File: src/rtl/ahb_slave_interface.sv
// AHB-Lite slave front end of the AHB2APB bridge: decodes the peripheral region,
// captures address/data phases and hands one transfer at a time to the APB controller.
module ahb_slave_interface #(
  parameter int unsigned TIMEOUT = 32'd16
) (
  input  logic        hclk,
  input  logic        hresetn,
  input  logic        hwrite,
  input  logic        hready_in,
  input  logic [1:0]  htrans,
  input  logic [31:0] haddr,
  input  logic [31:0] hwdata,
  output logic        hr_readyout,
  output logic [31:0] hr_data,
  output logic [1:0]  hresp,
  output logic        xfer_valid,
  output logic        xfer_write,
  output logic [31:0] xfer_addr,
  output logic [31:0] xfer_wdata,
  output logic [2:0]  xfer_sel,
  input  logic        xfer_done,
  input  logic [31:0] xfer_rdata
);

  typedef enum logic [2:0] {
    ST_IDLE  = 3'd0,
    ST_WDATA = 3'd1,
    ST_ISSUE = 3'd2,
    ST_DONE  = 3'd3,
    ST_ERR1  = 3'd4,
    ST_ERR2  = 3'd5
  } state_t;

  state_t      state_r;
  state_t      state_nxt_s;
  logic [31:0] tmo_cnt_r;
  logic        accept_s;
  logic        hit_s;
  logic        tmo_hit_s;
  logic [2:0]  dec_sel_s;

  logic        hr_readyout_r;
  logic [31:0] hr_data_r;
  logic [1:0]  hresp_r;
  logic        xfer_valid_r;
  logic        xfer_write_r;
  logic [31:0] xfer_addr_r;
  logic [31:0] xfer_wdata_r;
  logic [2:0]  xfer_sel_r;

  function automatic logic [2:0] decode_sel(input logic [5:0] region);
    case (region)
      6'b100000: decode_sel = 3'b001;
      6'b100001: decode_sel = 3'b010;
      6'b100010: decode_sel = 3'b100;
      default:   decode_sel = 3'b000;
    endcase
  endfunction

  // State register
  always_ff @(posedge hclk or negedge hresetn) begin
    if (!hresetn) begin
      state_r <= ST_IDLE;
    end else begin
      state_r <= state_nxt_s;
    end
  end

  // Accept decode and next-state logic
  always_comb begin
    state_nxt_s = state_r;
    dec_sel_s   = decode_sel(haddr[31:26]);
    hit_s       = (dec_sel_s != 3'b000);
    tmo_hit_s   = (TIMEOUT != 32'd0) && (tmo_cnt_r == (TIMEOUT - 32'd1));
    accept_s    = hready_in && hr_readyout_r &&
                  ((htrans == 2'b10) || (htrans == 2'b11)) &&
                  ((state_r == ST_IDLE) || (state_r == ST_DONE) || (state_r == ST_ERR2));
    case (state_r)
      ST_IDLE, ST_DONE, ST_ERR2: begin
        if (!accept_s) begin
          state_nxt_s = ST_IDLE;
        end else if (!hit_s) begin
          state_nxt_s = ST_ERR1;
        end else if (hwrite) begin
          state_nxt_s = ST_WDATA;
        end else begin
          state_nxt_s = ST_ISSUE;
        end
      end
      ST_WDATA: state_nxt_s = ST_ISSUE;
      ST_ISSUE: begin
        if (xfer_done) begin
          state_nxt_s = ST_DONE;
        end else if (tmo_hit_s) begin
          state_nxt_s = ST_ERR1;
        end else begin
          state_nxt_s = ST_ISSUE;
        end
      end
      ST_ERR1: state_nxt_s = ST_ERR2;
      default: state_nxt_s = ST_IDLE;
    endcase
  end

  // Registered bus outputs, transfer latches and ISSUE timeout counter
  always_ff @(posedge hclk or negedge hresetn) begin
    if (!hresetn) begin
      hr_readyout_r <= 1'b1;
      hresp_r       <= 2'b00;
      hr_data_r     <= 32'd0;
      xfer_valid_r  <= 1'b0;
      xfer_write_r  <= 1'b0;
      xfer_addr_r   <= 32'd0;
      xfer_wdata_r  <= 32'd0;
      xfer_sel_r    <= 3'b000;
      tmo_cnt_r     <= 32'd0;
    end else begin
      // Outputs are decoded from the state being entered so they line up with it
      hr_readyout_r <= (state_nxt_s == ST_IDLE) || (state_nxt_s == ST_DONE) ||
                       (state_nxt_s == ST_ERR2);
      hresp_r       <= ((state_nxt_s == ST_ERR1) || (state_nxt_s == ST_ERR2)) ? 2'b01 : 2'b00;
      xfer_valid_r  <= (state_nxt_s == ST_ISSUE);
      if ((state_r == ST_ISSUE) && (state_nxt_s == ST_ISSUE)) begin
        tmo_cnt_r <= tmo_cnt_r + 32'd1;
      end else begin
        tmo_cnt_r <= 32'd0;
      end
      if (accept_s && hit_s) begin
        xfer_addr_r  <= haddr;
        xfer_write_r <= hwrite;
        xfer_sel_r   <= dec_sel_s;
      end
      if (state_r == ST_WDATA) begin
        xfer_wdata_r <= hwdata;
      end
      if ((state_r == ST_ISSUE) && xfer_done && !xfer_write_r) begin
        hr_data_r <= xfer_rdata;
      end
    end
  end

  assign hr_readyout = hr_readyout_r;
  assign hr_data     = hr_data_r;
  assign hresp       = hresp_r;
  assign xfer_valid  = xfer_valid_r;
  assign xfer_write  = xfer_write_r;
  assign xfer_addr   = xfer_addr_r;
  assign xfer_wdata  = xfer_wdata_r;
  assign xfer_sel    = xfer_sel_r;

endmodule
File: config.mk
export PLATFORM = sky130hd
export DESIGN_NAME = ahb_slave_interface
export DESIGN_NICKNAME = d
export VERILOG_FILES = /design/src/rtl/ahb_slave_interface.sv
export SDC_FILE = /design/constraint.sdc
export NUM_CORES = 1
export LEC_CHECK = 0
export BUFFER_PORTS_ARGS = -buffer_cell sky130_fd_sc_hd__clkbuf_2
export CORE_UTILIZATION = 45
export DETAILED_ROUTE_END_ITERATION = 6
export GPL_TIMING_DRIVEN = 0
export PLACE_DENSITY = 0.71
export SKIP_LAST_GASP = 1
export SLEW_MARGIN = 20
export SYNTH_ARGS = -nofsm -noshare
export SYNTH_HDL_FRONTEND = slang
export SYNTH_SLANG_ARGS = --single-unit
File: constraint.sdc
create_clock -name hclk -period 5.8 [get_ports hclk]
set_clock_uncertainty 0.05 [all_clocks]
set_input_delay 1.16 -clock hclk [delete_from_list [all_inputs] [get_ports hclk]]
set_output_delay 1.16 -clock hclk [all_outputs]
set_load 0.02 [all_outputs]
==> parameters.txt <==
Parameter                              Value

Synth
  Net count of the mapped netlist    540
  Number of distinct library cells after synthesis    47
  Cell types occupying the most area after synthesis    dfrtp_1, mux2_2, o31ai_1
  Library cell occupying the most area in the post-synthesis netlist    dfrtp_1
  Async SR Flop Fraction    100%
  Share of synthesized area occupied by flip-flops and latches    between 50% and 60%
  Synth warn    0
  Number of flops mapped to enable cells by yosys    0
  Portion of synthesized cell area occupied by the leading cell type    58.8%
  Mean area per synthesized cell    between 10 and 15 um^2
  Most common flop cell mapped by yosys    dfrtp_1
  Post-synthesis instance area    5830 um^2
  Synthesized flop and latch total    138
  Post-Syn Instances    436

Clock network
  H-tree levels    4
  CTS tree    done
  Reg clk slew, reported paths    ~0.060 ns
  Num CTS Buffers    17
  Sinks on Clock Net    138
  CTS Hold Bufs    0
  Root buffer cell    clkbuf_16
  Clk buf depth    2
  Skew-Pair Late Insertion Delay    0.42 ns
  Post-CTS Resized    0
  Setup Fix Bufs, Post-CTS    0

Power
  Cell Pwr Density    514 nW/um^2
  Leak pwr    between 3 and 4 nW
  Max VDD drop    0.000383 V

Floorplanning
  Total die area    13400 um^2
  I/O pin count    207
  Core region area    12600 um^2
  Floorplan die width    116 um
  FP Rows    41
  Starting density of the core    46.2%
  Height of the die    116 um

Routing
  Remaining number of nets flagged by the antenna check after routing    0
  Drt pass-1 iters    4
  Total length of routed wires    13500 um
  Via density per instance    roughly 5.3
  Average wire length per cell after detail routing    15.9 um
  Met1 Wirelength    5480 um
  Met2 wirelength from detailed routing    roughly 6900 um
  # DRC    0
  Detailed route wirelength on metal3    989 um
  Number of violations reported at the end of detailed-routing iteration 0    233
  Routed via count    4443
  Uppermost layer routed    met4

STA
  Setup TNS after final layout    0 ns
  Final clock period utilization by the worst path    51.0%
  Setup repair after global routing missed its margin    no
  Setup violators final    0
  Number of pins with negative max-slew slack in the final report    0
  Fmax    338 MHz
  Relative slew slack    62.0%
  Final worst setup slack    2.84 ns
  Hold violation count in the final report    0
  Worst slew pin tran    0.569 ns
  Minimum clock period after layout    2.96 ns

Setup path
  Worst setup EP type    register
  Category of cells accounting for the largest share of critical-path delay    simple AND/OR/NAND/NOR gates
  Max stage delay cell, worst path    or4b_1
  Worst Setup Path Type    primary input to register
  Critical Path Start Type    primary input
  Critical Path Fanout Max    10
  Data required time at the worst endpoint    ~6 ns
  Sequence of cells on the critical path    clkbuf_2 > or4b_1 > or2_0 > clkbuf_2 > nor2_2 > buf_6 > mux2_2
  WP buf/inv    3
  Arrival time reported for the critical path endpoint    between 3 and 4 ns
  Most frequent cell on the critical path    clkbuf_2
  Critical path's largest stage delay    approximately 0.57 ns

Layout
  Total inserted antenna cells    0
  Area growth from synthesis to layout    33.3%
  Number of fillers in the final layout    1006
  Share of post-route cells with drive strength above 1    between 50% and 60%
  Layout net count    roughly 760
  Most used cells in the layout excluding fill and tap cells    clkbuf_2, dfrtp_1, mux2_2
  Most common cell after layout, fill and taps aside    clkbuf_2

Global routing
  Global-route wire length before repair    around 21000 um
  Vias in the first global route    4211
  Maximum number of pins on one net before global-route repair    89
  Residual overflow from global routing    0
  Global-route total usage across every layer    20.5%
  Antenna violations before repair    0

Outcome
  Run status    finished, final reports clean

Place
  Count of buffers from port buffering    204
  Place WS    2.42 ns
  Half-perimeter wire length after placement    9750 um
  Placer Congestion    0.802

Run
  Max capacitance violation total    0

Worst hold path
  Hold crit path type    register to register
==> routing by layer <==
metal / vias up / global-route usage (%)
met5: - / 0
met4: 0 / 7.78
met3: 10 / 6.28
met2: 185 / 34.3
met1: 2176 / 24.8
li1: 2072 / -
==> worst register-to-register path: cells and delay by family, from the launching register on <==
kind	cells	cell delay [ns]
AND/OR/NAND/NOR	2	0.62
flip-flops	1	0.45
buffers and inverters	1	0.51
AO/OA/AOI/OAI	2	0.73
==> layout make-up <==
| cell class | instances | area, um^2 | area share, % |
|---|---|---|---|
| buffer | 28 | 144 | 1.85 |
| clock buffer | 17 | 425 | 5.47 |
| clock inverter | 14 | 244 | 3.14 |
| inverter | 7 | 26.3 | 0.338 |
| multi-input combinational | 263 | 2210 | 28.4 |
| sequential | 138 | 3450 | 44.4 |
| tap | 172 | 215 | 2.77 |
| timing repair buffer | 205 | 1060 | 13.6 |
==> final timing paths <==
kind,from,to,slack [ns],cells after the start
max in group asynchronous,hresetn,hr_data[27],4.30,2
worst min register to register,xfer_addr[31],xfer_addr[31],0.42,1
worst max register to register,tmo_cnt_r[20],xfer_valid,3.27,5
worst min-delay path,xfer_addr[31],xfer_addr[31],0.42,1
min in group asynchronous,hresetn,xfer_wdata[22],0.65,1
worst max-delay path,haddr[29],xfer_addr[12],2.84,7
==> synthesized netlist by cell type (2+ instances only) <==
cell type,count
a211oi_2,4
or4_1,14
and2_1,7
dfrtp_1,137
a211oi_1,15
nand4_1,10
nor4_1,6
inv_1,7
nand2b_1,3
and4_1,6
o21ai_0,8
nand3_1,11
nand2_1,9
xor2_1,7
mux2_2,92
o22a_1,2
o31ai_1,17
and3_1,2
nand3b_1,2
clkbuf_1,17
nor2_1,5
buf_2,3
buf_1,2
buf_6,4
nor3_1,14
o2bb2ai_1,2
or3_1,6
xnor2_1,5
==> state kept, by name, summed over array words and instances (netlist names) <==
signal / cells
state_r: 3
xfer_addr: 32
hresp: 1
xfer_sel: 3
hr_readyout: 1
tmo_cnt_r: 32
hr_data: 32
xfer_valid: 1
xfer_wdata: 32
xfer_write: 1
==> cell families after synthesis <==
kind of cell,Yosys count,share of synthesized area [%]
buffers and inverters,35,2.92
DFF,138,59.2
and+or+nand+nor,100,10.4
other,1,0.0643
adders and majority gates,1,0.215
xor gates and xnor gates,12,1.80
muxes,92,17.8
AOI/OAI and AO/OA,57,7.64
==> stage by stage <==
step | cells | power (mW) | hold slack [ns] | area [um^2] | utilization [%]
finish | 844 | 4.00 | 0.423 | 7770 | 61.6
global route | 844 | 4.21 | 0.437 | 7770 | 61.6
CTS | 844 | 4.05 | 0.428 | 7770 | 61.6
detailed placement | 813 | 2.80 | 0.410 | 7100 | 56.3
global placement | 812 | 2.75 | 0.403 | 7070 | 56.0
floorplan | 436 | 2.30 | 0.409 | 5830 | -
==> power by group <==
group	internal (mW)	switching, mW
Combinational	0.538	0.785
Clock	0.809	0.411
Sequential	1.28	0.172
Total	2.63	1.37
(Power assumes the default switching activity.)
